[src/rtl/rice_decode_ctrl_if.sv]
// rice_decode_ctrl_if: bitstream-in / symbol-out handshake bundle for the Rice decode controller
interface rice_decode_ctrl_if #(
    parameter int W_WORD = 32,
    parameter int W_OUT  = 20
);
    logic [W_WORD-1:0] in_data;
    logic              in_valid;
    logic              in_ready;
    logic [W_OUT-1:0]  out_data;
    logic              out_valid;
    logic              out_ready;
    logic              err;
    modport master (output in_data, in_valid, out_ready, input in_ready, out_data, out_valid, err);
    modport slave  (input in_data, in_valid, out_ready, output in_ready, out_data, out_valid, err);
endinterface

[src/rtl/rice_decode_ctrl.sv]
// rice_decode_ctrl: buffers an MSB-first word stream and decodes Rice symbols {quotient, remainder}
module count_lead_zero #(
    parameter int W_IN = 32
) (
    input  logic [W_IN-1:0]      data,
    output logic [$clog2(W_IN):0] count
);
    localparam int CW = $clog2(W_IN) + 1;
    always_comb begin
        count = CW'(W_IN);
        for (int i = 0; i < W_IN; i++)
            if (data[i]) count = CW'(W_IN - 1 - i);
    end
endmodule

module rice_decode_ctrl #(
    parameter int W_WORD = 32,
    parameter int K      = 4,
    parameter int W_Q    = 16
) (
    input logic               clk,
    input logic               rst,
    rice_decode_ctrl_if.slave bus
);
    localparam int NW    = $clog2(2 * W_WORD) + 1;
    localparam int CW    = $clog2(W_WORD) + 1;
    localparam int W_OUT = W_Q + K;

    typedef enum logic [1:0] {PREFIX, REM, OUT} state_t;

    state_t              state, state_next;
    logic [2*W_WORD-1:0] buf_q, buf_next;
    logic [NW-1:0]       n, n_next, shift;
    logic [W_Q-1:0]      q, q_next;
    logic [W_Q:0]        q_sum;
    logic [W_OUT-1:0]    out_data_next;
    logic                err_next;
    logic [CW-1:0]       z;
    logic                accept;

    count_lead_zero #(.W_IN(W_WORD)) u_clz (.data(buf_q[2*W_WORD-1 -: W_WORD]), .count(z));

    assign bus.in_ready  = n <= NW'(W_WORD);
    assign bus.out_valid = state == OUT;
    assign accept        = bus.in_valid && bus.in_ready;
    assign q_sum         = {1'b0, q} + (W_Q + 1)'(z);

    always_comb begin
        state_next    = state;
        shift         = '0;
        q_next        = q;
        err_next      = bus.err;
        out_data_next = bus.out_data;
        case (state)
            PREFIX: if (n >= NW'(W_WORD)) begin
                // an all-zero window consumes the whole word; otherwise drop the terminator too
                shift      = (z == CW'(W_WORD)) ? NW'(W_WORD) : NW'(z + CW'(1));
                q_next     = q_sum[W_Q] ? '1 : q_sum[W_Q-1:0];
                err_next   = bus.err | q_sum[W_Q];
                state_next = (z == CW'(W_WORD)) ? PREFIX : REM;
            end
            REM: if (n >= NW'(K)) begin
                shift         = NW'(K);
                out_data_next = {q, buf_q[2*W_WORD-1 -: K]};
                state_next    = OUT;
            end
            OUT: if (bus.out_ready) begin
                q_next     = '0;
                state_next = PREFIX;
            end
            default: state_next = PREFIX;
        endcase
        // append lands at the post-shift fill level
        buf_next = (buf_q << shift) | (accept ? ({bus.in_data, {W_WORD{1'b0}}} >> (n - shift)) : '0);
        n_next   = n - shift + (accept ? NW'(W_WORD) : '0);
    end

    always_ff @(posedge clk) begin
        if (rst) begin
            state        <= PREFIX;
            buf_q        <= '0;
            n            <= '0;
            q            <= '0;
            bus.out_data <= '0;
            bus.err      <= 1'b0;
        end else begin
            state        <= state_next;
            buf_q        <= buf_next;
            n            <= n_next;
            q            <= q_next;
            bus.out_data <= out_data_next;
            bus.err      <= err_next;
        end
    end
endmodule

[src/flat_wrapper.sv]
// flat-port wrapper written by rule: the top's interface ports become plain ports
module rice_decode_ctrl_flat 
#(
    parameter int W_WORD = 32,
    parameter int K      = 4,
    parameter int W_Q    = 16
)
  (clk, rst, bus_in_data, bus_in_valid, bus_out_ready, bus_in_ready, bus_out_data, bus_out_valid, bus_err);
  rice_decode_ctrl_if #(.W_WORD(W_WORD)) bus_i ();
  input logic clk;
  input logic rst;
  input wire logic [$bits(bus_i.in_data)-1:0] bus_in_data;
  input wire logic [$bits(bus_i.in_valid)-1:0] bus_in_valid;
  input wire logic [$bits(bus_i.out_ready)-1:0] bus_out_ready;
  output wire logic [$bits(bus_i.in_ready)-1:0] bus_in_ready;
  output wire logic [$bits(bus_i.out_data)-1:0] bus_out_data;
  output wire logic [$bits(bus_i.out_valid)-1:0] bus_out_valid;
  output wire logic [$bits(bus_i.err)-1:0] bus_err;
  assign bus_i.in_data = bus_in_data;
  assign bus_i.in_valid = bus_in_valid;
  assign bus_i.out_ready = bus_out_ready;
  assign bus_in_ready = bus_i.in_ready;
  assign bus_out_data = bus_i.out_data;
  assign bus_out_valid = bus_i.out_valid;
  assign bus_err = bus_i.err;
  rice_decode_ctrl #(.W_WORD(W_WORD), .K(K), .W_Q(W_Q)) u_core (.clk(clk), .rst(rst), .bus(bus_i));
endmodule
[config.mk]
export PLATFORM = sky130hd
export DESIGN_NAME = rice_decode_ctrl_flat
export DESIGN_NICKNAME = d
export VERILOG_FILES = /design/src/rtl/rice_decode_ctrl_if.sv /design/src/rtl/rice_decode_ctrl.sv /design/src/flat_wrapper.sv
export SDC_FILE = /design/constraint.sdc
export NUM_CORES = 1
export LEC_CHECK = 0
export ABC_AREA = 1
export CAP_MARGIN = 20
export CORE_UTILIZATION = 40
export DETAILED_ROUTE_END_ITERATION = 6
export GPL_TIMING_DRIVEN = 0
export SYNTH_ARGS = -nofsm -noshare
export SYNTH_HDL_FRONTEND = slang
export SYNTH_SLANG_ARGS = --single-unit
export TNS_END_PERCENT = 5
[constraint.sdc]
create_clock -name clk -period 11.7 [get_ports clk]
set_input_delay 1.17 -clock clk [delete_from_list [all_inputs] [get_ports clk]]
set_output_delay 1.17 -clock clk [all_outputs]
set_load 0.05 [all_outputs]
# [Yosys cells after proc, flatten, opt, wreduce, memory -nomap -nowiden]
# Index checks and enable logic that the tools add are counted.
# W data, S select, Z words.
[word_totals] rom_bits=0 latch_bits=0 output_inout_bits=23 word_cells=77 ff_bits=110 mem_count=0 ramBits=0
[op_classes] eq_ne=6 shifts=2 n_div=0 mux=47 order_cmp=3 n_reduce_logical=7 n_addsub=4 n_bitwise=2 n_mul=0
[ops] op="$mux W6" n=33
[ops] op="$mux W64" n=1
[ops] op="$or A64 B64 Y64" n=1
[ops] op="$shl A64 B7 Y64" n=1
[ops] op="$shr A64 B7 Y64" n=1
[ops] op="$mux W16" n=3
[ops] op="$pmux W16 S2" n=1
[ops] op="$add A16 B6 Y17" n=1
[ops] op="$mux W7" n=2
[ops] op="$pmux W7 S2" n=1
[ops] op="$add A6 B1 Y7 const B" n=1
[ops] op="$add A7 B7 Y7" n=1
[ops] op="$ge A7 B3 Y1 const B" n=1
[ops] op="$ge A7 B6 Y1 const B" n=1
[ops] op="$le A7 B6 Y1 const B" n=1
[ops] op="$sub A7 B7 Y7" n=1
[ops] op="$eq A6 B6 Y1 const B" n=1
[ops] op="$mux W2" n=3
[ops] op="$pmux W2 S3" n=1
[ops] op="$reduce_and A3 Y1" n=2
[ops] op="$ne A2 B1 Y1 const B" n=2
[ops] op="$reduce_and A2 Y1" n=2
[ops] op="$mux W3" n=1
[ops] op="$eq A2 B1 Y1 const B" n=1
[ops] op="7 further kinds" n=7

# [Logic depth before layout (Yosys ltp)]
# Gate-level depths: netlist (run 1).
[depth] ltp_word=40 depth_mapped=57 ltp_nobuf=55

# [Modules after synthesis]
# A second synthesis (run 1) with hierarchy kept.
[hier_totals] hier_cells=2035 area_unflattened_um2=11237.0
[modules_own_cells] module="rice_decode_ctrl" seq_area_each_um2=2202.1 area_each_um2=10787.8 cells_each=1925 instances=1
[modules_own_cells] module="count_lead_zero" seq_area_each_um2=0.0 area_each_um2=449.2 cells_each=110 instances=1

# [Least setup slack after synthesis (run 1)]
# No wires, ideal clock.
[synth_timing] path_type="reg2reg" from="reg u_core.buf_q[33]" to="reg u_core.buf_q[28]" slack_ns=5.725 n_path_buf=5 t_required_ns=11.629 t_arrival_ns=5.904 stages_incl_launch_ff=55 cell_sequence="dfxtp_1 > inv_2 > nand2_1 > nand2_1 > nand2_1 > nand2_1 > nand2_1 > nand2_1 > nand2_1 > nand2_1 > nand2_1 > nand2_1 > nand2_1 > nand2_1 > nand2_1 > nand2_1 > nand2_1 > nand2_1 > [19 not listed] > inv_1 > a21oi_1 > nand2_1 > clkbuf_1 > clkbuf_1 > ha_1 > inv_1 > o21bai_1 > xor2_1 > inv_1 > nor2_1 > clkinv_1 > nor2_1 > inv_1 > clkbuf_1 > o21ai_0 > inv_1 > a21oi_1"
[synth_via] elab_chain_len=39 elab_cells_between_ends=41 classes_between="2 x add/sub; 1 x eq/ne; 2 x shift; 35 x mux; 1 x bitwise"
[synth_lines] element="start, declared" line="rice_decode_ctrl.sv:32" rtl="logic [2*W_WORD-1:0] buf_q, buf_next;"
[synth_lines] element="start signal, assigned" line="rice_decode_ctrl.sv:88" rtl="buf_q <= buf_next;"
[synth_lines] element="$mux W6 (31 in series)" line="rice_decode_ctrl.sv:12" rtl="if (data[i]) count = CW'(W_IN - 1 - i);"
[synth_lines] element="$add A6 B1 Y7 / $eq A6 B6 Y1 (equally long branches)" line="rice_decode_ctrl.sv:57" rtl="shift = (z == CW'(W_WORD)) ? NW'(W_WORD) : NW'(z + CW'(1));"
[synth_lines] element="$mux W7" line="rice_decode_ctrl.sv:57"
[synth_lines] element="$mux W7" line="rice_decode_ctrl.sv:55" rtl="PREFIX: if (n >= NW'(W_WORD)) begin"
[synth_lines] element="$pmux W7 S2" line="rice_decode_ctrl.sv:54" rtl="case (state)"
[synth_lines] element="$sub A7 B7 Y7" line="rice_decode_ctrl.sv:74" rtl="buf_next = (buf_q << shift) | (accept ? ({bus.in_data, {W_WORD{1'b0}}} >> (n - shift)) : '0);"
[synth_lines] element="$shr A64 B7 Y64" line="rice_decode_ctrl.sv:74"
[synth_lines] element="$mux W64" line="rice_decode_ctrl.sv:74"
[synth_lines] element="$or A64 B64 Y64 *" line="rice_decode_ctrl.sv:74"
# Mark *: on every way between the ends. The rest lies on a longest branch, timed or not.
# A chain may end at the register's enable or synchronous reset.

# [Worst setup path in the final report (run 1)]
[layout_timing] from="reg u_core.buf_q[32]" to="reg u_core.buf_q[22]"
[layout_via] elab_chain_len=40 elab_cells_between_ends=42 classes_between="2 x add/sub; 1 x eq/ne; 2 x shift; 36 x mux; 1 x bitwise"
[layout_lines] element="$mux W6 (32 in series)" line="rice_decode_ctrl.sv:12"
[layout_lines] element="$add A6 B1 Y7 / $eq A6 B6 Y1 (equally long branches)" line="rice_decode_ctrl.sv:57"
[layout_lines] element="$mux W7" line="rice_decode_ctrl.sv:57"
[layout_lines] element="$mux W7" line="rice_decode_ctrl.sv:55"
[layout_lines] element="$pmux W7 S2" line="rice_decode_ctrl.sv:54"
[layout_lines] element="$sub A7 B7 Y7" line="rice_decode_ctrl.sv:74"
[layout_lines] element="$shr A64 B7 Y64" line="rice_decode_ctrl.sv:74"
[layout_lines] element="$mux W64" line="rice_decode_ctrl.sv:74"
[layout_lines] element="$or A64 B64 Y64 *" line="rice_decode_ctrl.sv:74"
# Marked as above.

==> results of run 1 <==
registers in the layout, summed over array words and instances, names as in the netlist:
name                 count
u_core.buf_q            64
u_core.bus.err           1
u_core.bus.out_data     20
u_core.n                 7
u_core.q                16
u_core.state             2
through the flow:
step                        util  cells
final                     0.4588   2664
after floorplan                -   2206
after global routing      0.4588   2664
after CTS                 0.4588   2664
after global placement    0.4474   2648
after detailed placement  0.4477   2648
worst reg2reg max path: cells and delay by family (launching register included):
family | cells | cell delay (ns)
AND/OR/NAND/NOR | 36 | 3.62
buffers and inverters | 10 | 2.32
AO/OA/AOI/OAI | 6 | 1.45
adder cells (fa/ha/maj) | 2 | 0.78
flip-flops | 1 | 0.51
XOR/XNOR | 1 | 0.33
cell families (layout without fill, tap and decap cells):
| logic type | after synthesis | after routing |
|---|---|---|
| DFF | 110 | 110 |
| buffers and inverters | 364 | 438 |
| xor gates and xnor gates | 7 | 7 |
| adders and majority gates | 16 | 16 |
| muxes | 25 | 25 |
| and+or+nand+nor | 1386 | 1386 |
| AOI/OAI and AO/OA | 298 | 298 |
cells in the final DEF (no fill, tap or decap), drive strengths merged, types with 3 or more instances in the layout:
master / Yosys / layout
clkbuf: 94 / 103
nor4: 6 / 6
buf: 55 / 55
nand4: 13 / 13
o22ai: 4 / 4
inv: 210 / 213
o21ai: 168 / 168
or2: 3 / 3
ha: 14 / 14
dfxtp: 110 / 110
xor2: 5 / 5
o21a: 3 / 3
nand2: 591 / 591
nand3: 669 / 669
nor3: 12 / 12
clkinv: 5 / 7
mux2i: 25 / 25
a31oi: 13 / 13
nor2: 89 / 89
o32ai: 9 / 9
clkdlybuf4s50: 0 / 58
a21oi: 87 / 87
worst paths after layout:
path	from	end	slack [ns]	cells after the start
worst min register to register	u_core.bus.err$_SDFFE_PP0P_	u_core.bus.err$_SDFFE_PP0P_	0.49	2
worst max register to register	u_core.buf_q[32]$_SDFF_PP0_	u_core.buf_q[22]$_SDFF_PP0_	2.61	55
worst max-delay path	u_core.buf_q[32]$_SDFF_PP0_	u_core.buf_q[22]$_SDFF_PP0_	2.61	55
worst min-delay path	u_core.bus.err$_SDFFE_PP0P_	u_core.bus.err$_SDFFE_PP0P_	0.49	2
layer usage:
metal | wire, um | GRT usage
met5 | 11 | 0
met4 | 6164 | 0.3500
met3 | 7501 | 0.08246
met2 | 29540 | 0.6959
met1 | 25600 | 0.5351
layout make-up:
type / instances / share of cell area
Multi-Input combinational cell: 1732 / 0.6228
Sequential cell: 110 / 0.1650
Inverter: 215 / 0.06065
Buffer: 149 / 0.04781
Timing Repair Buffer: 58 / 0.04350
Tap cell: 384 / 0.03600
Clock buffer: 9 / 0.01687
Clock inverter: 7 / 0.007406
==> flow_summary.json, run 1 <==
{
  "status": "finished with violations",
  "violations": "design-rule violations",
  "drt_iter0_drc": 2693,
  "wl_per_cell_um": 25.83,
  "track_usage": 0.4444,
  "setup_viol": 0,
  "syn-num-nets": 2258,
  "synthXorXnorAreaFrac": 0.005128,
  "cts-root-buf": "clkbuf_16",
  "multi_input_area_um2": 8312,
  "async_reset_ff_frac": 0,
  "num_rows": 62,
  "pre_cts_slack_ns": 3.031,
  "postSynthCellCount": 2206,
  "grt_pass1_vias": 15680,
  "synthesis.area_um2": 11960,
  "yosysMostFrequentCell": "nand3_1",
  "die_y_um": 174.9,
  "min_period_over_period": 0.7773,
  "cts_buffers": 9,
  "synth-seq-area-share": 0.1842,
  "cp_top_family": "simple AND/OR/NAND/NOR gates",
  "worst_setup_hold_path_clk_slew_ns": 0.08,
  "muxShareOfSynthArea": 0.02093,
  "min-delay-path-class": "reg -> reg",
  "synth-simple-area-share": 0.5165,
  "postPlaceCellArea_um2": 13020,
  "max_stage_delay_ns": 0.57,
  "synth_edf_count": 0,
  "first_pass_iters": 7,
  "setup_slack_ns": 2.605,
  "ys_ff_latch": 110,
  "fp.coreArea_um2": 29090,
  "synth_top_family_by_area": "simple AND/OR/NAND/NOR gates",
  "die-area_um2": 30580,
  "hpwl_um": 55130,
  "synth_adder_area_share": 0.01800,
  "drc": 1,
  "ant_nets": 0,
  "tns_ns": 0,
  "cp_common_cell": "nand2_1",
  "yosys.area.top_type": "nand3_1",
  "cp.required_ns": 11.99,
  "critical_path_class": "reg -> reg",
  "crit_path_top_delay_cell": "a21oi_2",
  "ys.warnings.count": 0,
  "yosysTopAreaCellShare": 0.2792,
  "max_freq_ghz": 0.1100,
  "fin_skew_ns": 0.01148,
  "cts-resized-gates": 0,
  "clock_path_buffers": 2,
  "cts_setup_buffers": 0,
  "vias": 16880,
  "arrival_ns": 9.38,
  "crit_buf_inv": 10,
  "cp_max_fo": 10,
  "synth_flop_cell": "dfxtp_1",
  "synth_compound_area_frac": 0.1342,
  "cp-end-kind": "register",
  "cts_tree": "done",
  "min_period_ns": 9.095,
  "grt_max_degree": 22,
  "vias_per_cell": 6.336,
  "layout-drive-gt1-share": 0.03202,
  "worstMarginPinSlew_ns": 1.181,
  "slew_headroom": 0.2069,
  "pin_count": 59,
  "syn_avg_cell_area_um2": 5.419,
  "ys_top_cells_by_area": "nand3_1 28%, dfxtp_1 18%, nand2_1 18%, o21ai_0 6.7%, inv_1 6.3%",
  "syn2layout_area_growth_pct": 11.64,
  "startpoint_type": "register",
  "regArea_um2": 2202,
  "htree_levels": 3,
  "totalWireLength_um": 68810,
  "hold_viol_final": 0,
  "slew_violations": 0,
  "yosys-top-cells-count": "667 x nand3_1, 586 x nand2_1, 200 x inv_1",
  "start_util": 0.4110,
  "fill_cells": 3202,
  "gp_congestion": 1.141,
  "rsz0062_at_grt": "false",
  "die_w_um": 174.9,
  "cap_violations": 0,
  "ys_types": 47,
  "grt_first_pass_wirelength_um": 99700,
  "antenna_found_initial": 1,
  "hold_ws_ns": 0.4856,
  "grt_overflow": 0,
  "cts.sinks": 110,
  "n_antenna_cell": 0,
  "postLayoutCellArea_um2": 13350,
  "port_buffers": 58,
  "cts.hold.buffers_added": 0,
  "nets": 2327,
  "clk_latency_ns": 0.38
}
Power of run 1 is not shown: default switching activity piles up to over one toggle a cycle in this logic, so the estimate is an artifact.
==> run 2: changes to the inputs <==
Clock period 11.7 ns to 8.9 ns, I/O delays scaled along.
==> run 2 against run 1 <==
  * The run still ends with design-rule violations left
  * First-iteration DRC count is 4.9% lower
  * Maximum frequency increased by 7.1%
  * Final area is 0.13% higher
  * Global-route usage unchanged
  * Hold slack got worse by 0.0036 ns
  * Core utilization is 0.060 points higher
  * Non-clock buffer count fell by 1
  * Worst setup slack got worse by 2.2 ns
  * Wire length barely moved
==> flow_summary.json, run 2 (synthesized netlist as in run 1, its figures left out) <==
{
  "cap_violations": 0,
  "worstMarginPinSlew_ns": 1.186,
  "arrival_ns": 8.71,
  "num_rows": 62,
  "cts_buffers": 9,
  "grt_pass1_vias": 15680,
  "pin_count": 59,
  "mostFrequentLayoutCells": "667 x nand3_1, 586 x nand2_1, 200 x inv_1, 161 x o21ai_0, 110 x dfxtp_1",
  "min-delay-path-class": "reg -> reg",
  "cts_tree": "done",
  "multi_input_area_um2": 8328,
  "die_w_um": 174.9,
  "postLayoutCellArea_um2": 13360,
  "htree_levels": 3,
  "postPlaceCellArea_um2": 13020,
  "cp_max_fo": 10,
  "cp_common_cell": "nand2_1",
  "grt_first_pass_wirelength_um": 99700,
  "layout-drive-gt1-share": 0.03423,
  "r2r_slack_ns": 0.41,
  "first_pass_iters": 7,
  "n_antenna_cell": 0,
  "grt_overflow": 0,
  "hold_viol_final": 0,
  "start_util": 0.4110,
  "cts.sinks": 110,
  "wl_per_cell_um": 25.82,
  "max_stage_delay_ns": 0.56,
  "cts-root-buf": "clkbuf_16",
  "fin_skew_ns": 0.01295,
  "hold_ws_ns": 0.4820,
  "cp.required_ns": 9.12,
  "vias_per_cell": 6.353,
  "worst_setup_hold_path_clk_slew_ns": 0.08,
  "syn2layout_area_growth_pct": 11.78,
  "regArea_um2": 2202,
  "drt_iter0_drc": 2561,
  "vias": 16920,
  "regMostFlops": "u_core.buf_q",
  "cp-end-kind": "register",
  "ant_nets": 0,
  "drc": 3,
  "die-area_um2": 30580,
  "max_freq_ghz": 0.1178,
  "slew_headroom": 0.2034,
  "fp.coreArea_um2": 29090,
  "clk_latency_ns": 0.38,
  "grt_max_degree": 22,
  "status": "finished with violations",
  "critical_path_class": "reg -> reg",
  "largest_reg_flops": 64,
  "setup_viol": 0,
  "violations": "design-rule violations",
  "hpwl_um": 55130,
  "reg_top3": "u_core.buf_q: 64 flops, u_core.bus.out_data: 20 flops, u_core.q: 16 flops",
  "startpoint_type": "register",
  "crit_path_top_delay_cell": "clkbuf_1",
  "nets": 2326,
  "min_period_ns": 8.488,
  "cts_setup_buffers": 0,
  "cts.hold.buffers_added": 0,
  "final_common_cell": "nand3_1",
  "totalWireLength_um": 68760,
  "setup_slack_ns": 0.4119,
  "rsz0062_at_grt": "true",
  "min_period_over_period": 0.9537,
  "fill_cells": 3201,
  "antenna_found_initial": 1,
  "die_y_um": 174.9,
  "gp_congestion": 1.141,
  "hold_depth": 2,
  "pre_cts_slack_ns": 0.2311,
  "r2r_cells": 51,
  "port_buffers": 58,
  "track_usage": 0.4444,
  "slew_violations": 0,
  "clock_path_buffers": 2
}
[run 2: timing repair]
action / 4_1_cts / 5_1_grt
endpoints found under the hold margin: 0 / 0
resized for setup: 0 / 7
endpoints found under the setup margin: 0 / 23
[run 2: metal layers]
metal	part of all wire	track usage	vias up	wire, um
met2	0.43	0.6959	1326	29320
met4	0.093	0.3500	2	6372
li1	-	-	7553	-
met3	0.11	0.08246	361	7581
met5	0.00019	0	-	13
met1	0.37	0.5351	7675	25470
[run 2: layout make-up]
class                   count  area share
well taps                 384     0.03595
inverters                 215     0.06086
repair buffers             58     0.04344
flip-flops and latches    110      0.1648
clock buffers               9     0.01685
multi-input cells        1732      0.6232
plain buffers             148     0.04756
clock inverters             7    0.007396
[run 2: stage by stage]
step / TNS (ns) / instances / util
floorplan: 0 / 2206 / -
global placement: 0 / 2648 / 0.4474
CTS: 0 / 2664 / 0.4588
global route: -0.03597 / 2663 / 0.4594
detailed placement: 0 / 2648 / 0.4477
finish: 0 / 2663 / 0.4594
[run 2: path summary, 6_finish.rpt]
check / from / end
setup / recovery: u_core.buf_q[32]$_SDFF_PP0_ / u_core.buf_q[36]$_SDFF_PP0_
hold reg to reg: u_core.bus.err$_SDFFE_PP0P_ / u_core.bus.err$_SDFFE_PP0P_
setup reg to reg: u_core.buf_q[32]$_SDFF_PP0_ / u_core.buf_q[36]$_SDFF_PP0_
hold / removal: u_core.bus.err$_SDFFE_PP0P_ / u_core.bus.err$_SDFFE_PP0P_
[run 2: critical path, delay by kind of cell, from the launching register on]
kind / cells / cell delay, ns
adder cells (fa/ha/maj): 2 / 0.75
AND/OR/NAND/NOR: 37 / 2.92
buffers and inverters: 8 / 2.71
AO/OA/AOI/OAI: 4 / 1.41
flip-flops: 1 / 0.50
Power of run 2 is left out for the same reason.
